File: config.mk
export PLATFORM = sky130hd
export DESIGN_NAME = sprite_loader
export DESIGN_NICKNAME = d
export VERILOG_FILES = /design/src/rtl/sprite_loader.sv
export SDC_FILE = /design/constraint.sdc
export NUM_CORES = 1
export LEC_CHECK = 0
export ABC_AREA = 1
export CAP_MARGIN = 15
export CELL_PAD_IN_SITES_DETAIL_PLACEMENT = 2
export CELL_PAD_IN_SITES_GLOBAL_PLACEMENT = 2
export CORE_MARGIN = 2
export CORE_UTILIZATION = 37
export CTS_CLUSTER_SIZE = 20
export DETAILED_ROUTE_END_ITERATION = 10
export DONT_BUFFER_PORTS = 1
export GPL_TIMING_DRIVEN = 1
export PLACE_DENSITY = 0.88
export SYNTH_ARGS = -nofsm -noshare
export SYNTH_HDL_FRONTEND = slang
export SYNTH_SLANG_ARGS = --single-unit
File: constraint.sdc
create_clock -name i_Clk -period 2.8 [get_ports i_Clk]
set_input_delay 0.56 -clock i_Clk [delete_from_list [all_inputs] [get_ports i_Clk]]
set_output_delay 0.56 -clock i_Clk [all_outputs]
set_load 0.03 [all_outputs]
File: src/rtl/sprite_loader.sv
// Sprite loader: frames a UART byte stream (SYNC, SEL, HI/LO pixel pairs, CHK) into
// RGB333 pixel writes for the frog/car sprite memories, validating an XOR checksum.
module sprite_loader #(
    parameter int          TILE_SIZE = 32,
    parameter logic [7:0]  SYNC_BYTE = 8'hA5
) (
    input  logic        i_Clk,
    input  logic        i_Reset,
    input  logic        i_Rx_DV,
    input  logic [7:0]  i_Rx_Byte,
    output logic        o_write_en,
    output logic [9:0]  o_write_addr,
    output logic [8:0]  o_write_data,
    output logic        o_mem_select,
    output logic        o_Busy,
    output logic        o_Done,
    output logic        o_Error
);

    localparam int         PIXEL_COUNT = TILE_SIZE * TILE_SIZE;
    localparam logic [9:0] LAST_ADDR   = 10'(PIXEL_COUNT - 1);

    typedef enum logic [2:0] {
        IDLE,
        SEL,
        PIX_HI,
        PIX_LO,
        CHECK
    } state_t;

    state_t      state;
    state_t      state_next;
    logic [9:0]  pix_addr;
    logic [7:0]  checksum;
    logic        hi_bit;

    always_ff @(posedge i_Clk) begin
        if (i_Reset) begin
            state <= IDLE;
        end else begin
            state <= state_next;
        end
    end

    always_comb begin
        state_next = state;
        if (i_Rx_DV) begin
            case (state)
                IDLE:    if (i_Rx_Byte == SYNC_BYTE) state_next = SEL;
                SEL:     state_next = (i_Rx_Byte[7:1] == 7'd0) ? PIX_HI : IDLE;
                PIX_HI:  state_next = PIX_LO;
                PIX_LO:  state_next = (pix_addr == LAST_ADDR) ? CHECK : PIX_HI;
                CHECK:   state_next = IDLE;
                default: state_next = IDLE;
            endcase
        end
    end

    // Pixel data path; the address counter stops at the last pixel and the
    // written address/data hold until the next LO byte arrives.
    always_ff @(posedge i_Clk) begin
        if (i_Reset) begin
            o_write_en   <= 1'b0;
            o_write_addr <= '0;
            o_write_data <= '0;
            o_mem_select <= 1'b0;
            o_Done       <= 1'b0;
            o_Error      <= 1'b0;
            pix_addr     <= '0;
            checksum     <= '0;
            hi_bit       <= 1'b0;
        end else begin
            o_write_en <= 1'b0;
            o_Done     <= 1'b0;
            o_Error    <= 1'b0;
            if (i_Rx_DV) begin
                case (state)
                    SEL: begin
                        if (i_Rx_Byte[7:1] == 7'd0) begin
                            o_mem_select <= i_Rx_Byte[0];
                            pix_addr     <= '0;
                            checksum     <= '0;
                        end else begin
                            o_Error <= 1'b1;
                        end
                    end
                    PIX_HI: begin
                        hi_bit   <= i_Rx_Byte[0];
                        checksum <= checksum ^ i_Rx_Byte;
                    end
                    PIX_LO: begin
                        o_write_en   <= 1'b1;
                        o_write_addr <= pix_addr;
                        o_write_data <= {hi_bit, i_Rx_Byte};
                        checksum     <= checksum ^ i_Rx_Byte;
                        if (pix_addr != LAST_ADDR) begin
                            pix_addr <= pix_addr + 10'd1;
                        end
                    end
                    CHECK: begin
                        if (i_Rx_Byte == checksum) begin
                            o_Done <= 1'b1;
                        end else begin
                            o_Error <= 1'b1;
                        end
                    end
                    default: ;
                endcase
            end
        end
    end

    assign o_Busy = (state != IDLE);

endmodule

==> metrics.txt <==
ys flop type=dfxtp_1; Ports=35; critical path class=flop to output port; first-pass GRT wire length=11800 um; clock buffer depth=2; YS warnings=0; clock sink count=45; # Post-CTS Setup Buffers=0; TNS Setup=0 ns; startpoint class of the critical path=flop; Synth Area in Compound Gates=12.1%; CTS buffer count=5; All-Layer GR Usage=24.1%; Clock Skews=0.0191 ns; Die Wd=79.9 um; Syn Area/Cell=7.01 um^2; post_cts resized=0; maximum VDD drop=0.238 mV; Syn Nets=316; Max Fanout on Critical Path=5; clock slew at reported path FFs=0.10 ns; GP Congestion=0.866; Inst Count DP=368; clock period minus worst slack=1.96 ns; Final Slew Violations=0; drc violations=0; final hold vios=0; Critical Path Sink Type=output port; Synth top area share=42.3%; TritonRoute pass-1 iters=4; Routed WL per cell=19.1 um; EDFF count, synth=0; post-detail-place hpwl=4800 um; Worst path max stage delay=0.41 ns; R2R depth=10; Synth async-reset ratio=0%; initial detailed-routing violation count=70; max_cap viols=0; Reg2Reg Setup Slack=0.92 ns; Clock Power Share=43.9%; Pint=0.922 mW; most frequent cells in the layout=nand2_1 (65), nor2_1 (49), dfxtp_1 (45); Post-CTS Hold Buffers=0; P&R area growth vs syn=7.46%; Worst Path Arrival=1.40 ns; XOR/XNOR Fraction of Synth Area=3.29%; #FFs+latches synth=45; Util after Layout=41.3%; Post-Route WL=7200 um; Setup WS post-layout=0.840 ns; Leak Pwr=0.964 nW; Core Region=5540 um^2; area of the multi-input gates=1050 um^2; drt via density=5.40; outcome=finished, final reports clean; commonest non-fill, non-tap cell in the layout=nand2_1; NetSw=0.280 mW; Seq/Total Area, Yosys=42.3%; Clock H-tree levels=2; die area=6380 um^2; fin cells=376; Cells after Synth=304; fin crit share=70.0%; reg2reg start=pix_addr[1]$_SDFFE_PP0P_; sequential share of power=53.2%; clock root buffer=clkbuf_8; pre-CTS setup slack=0.977 ns; top cells by area, synth=dfxtp_1 (42%), nand2_1 (11%), nor2_1 (8.6%); layout cells sized above 1=10.5%; Die Y=79.9 um; RSZ-0062 raised after global routing=no; Data required, critical path=2.24 ns; Worst-Skew Late Latency=0.32 ns; Final setup viols=0; register area=901 um^2; antenna cells=0; Worst R2R End=pix_addr[6]$_SDFFE_PP0P_; pin count of the biggest net entering global routing=29; fmax=510 MHz; min-delay src=i_Reset; WHS Endpoint=checksum[7]$_SDFFE_PP0P_; fin nets=315; Max-Slew Margin vs Limit=51.5%; Post-Syn Area=2130 um^2; Critical-path top delay cell=dfxtp_1; worst-margin pin slew=0.723 ns; Core Rows=27; antenna violations before repair=0; TritonCTS clock tree=done; initial core utilization=38.5%; Post-Synth Adder-Cell Area=0.587%; Comb power frac=2.8%; PortBufs=0; main combinational cell family by area after synthesis=simple AND/OR/NAND/NOR gates; global route total overflow=0; crit-path cells=nor2_1 -> inv_1 -> nor2_1 -> inv_1; largest area contributor in the netlist=dfxtp_1; total power=1.20 mW; simple-gate share of the synthesized area=33.5%; Yosys cell types=27; vias in the first global route=2244; Post-DRT Antenna Nets=0; via count=2029; hold depth=1; Sw Share=23.3%; proportion of synthesized area in mux cells=0%; Hold Path Class=input port to flop; Layout fillers=677; PD cells=525 nW/um^2
==> state kept, by name (all words and copies together) (netlist names) <==
| signal | cells |
|---|---|
| o_write_addr | 10 |
| pix_addr | 10 |
| o_write_data | 9 |
| checksum | 8 |
| state | 3 |
| hi_bit | 1 |
| o_Done | 1 |
| o_Error | 1 |
| o_mem_select | 1 |
| o_write_en | 1 |
==> metal layers <==
metal / vias to the layer above / track usage (%) / part of all wire, %
met2: 40 / 42.0 / 50
li1: 961 / - / -
met5: - / 0 / 0
met4: 0 / 8.31 / 1.4
met1: 1020 / 30.1 / 45
met3: 8 / 3.39 / 3.7
==> cell usage after synthesis (3+ instances only) <==
library cell / n
dfxtp_1: 45
nor2_4: 3
nor2_1: 49
xnor2_1: 4
nand2_1: 65
nor2_2: 4
nand2_2: 5
inv_2: 3
nand3_1: 18
a21oi_1: 28
nor3_1: 4
or2_2: 4
xor2_1: 4
buf_2: 4
o21ai_0: 22
inv_1: 25
nor3b_1: 3
==> cells by family after synthesis <==
kind of cell,after synthesis
buffers and inverters,40
adders and majority gates,1
AOI/OAI and AO/OA,51
xor gates and xnor gates,8
and+or+nand+nor,159
DFF,45
==> worst max-delay path, delay by kind of cell, from the launching register on <==
kind                   cells  cell delay (ns)
and+or+nand+nor            2             0.39
DFF                        1             0.41
buffers and inverters      2             0.29
==> how the worst max path moves through the flow <==
stage / from / endpoint / slack [ns] / cells past startpoint
floorplan: i_Rx_Byte[5] / pix_addr[7]$_SDFFE_PP0P_ / 1.36 / 9
global placement: i_Rx_Byte[7] / pix_addr[6]$_SDFFE_PP0P_ / 1.03 / 9
detailed placement: i_Rx_Byte[7] / checksum[6]$_SDFFE_PP0P_ / 0.98 / 8
CTS: state[2]$_SDFFE_PP0P_ / o_Busy / 0.83 / 4
global route: state[2]$_SDFFE_PP0P_ / o_Busy / 0.75 / 4
finish: state[2]$_SDFFE_PP0P_ / o_Busy / 0.84 / 4
==> layout make-up <==
cell class,count,share of cell area [%]
Multi-Input combinational cell,219,46.0
Timing Repair Buffer,1,0.328
Clock buffer,5,3.01
Tap cell,72,3.93
Sequential cell,45,39.3
Inverter,31,5.30
Clock inverter,3,2.08
==> power groups by stage <==
stage | logic [mW] | registers [mW] | clock network [mW]
CTS | 0.0342 | 0.640 | 0.541
finish | 0.0339 | 0.640 | 0.529
global placement | 0.0318 | 0.655 | 0
detailed placement | 0.0334 | 0.655 | 0
global route | 0.0376 | 0.641 | 0.567
floorplan | 0.0310 | 0.655 | 0
==> metrics by stage <==
step	cell area [um^2]	hold WS [ns]
CTS	2290	0.293
detailed placement	2170	0.457
floorplan	2130	0.439
global route	2290	0.294
finish	2290	0.301
global placement	2170	0.443
Note: power is estimated with default switching activity, not from simulation.
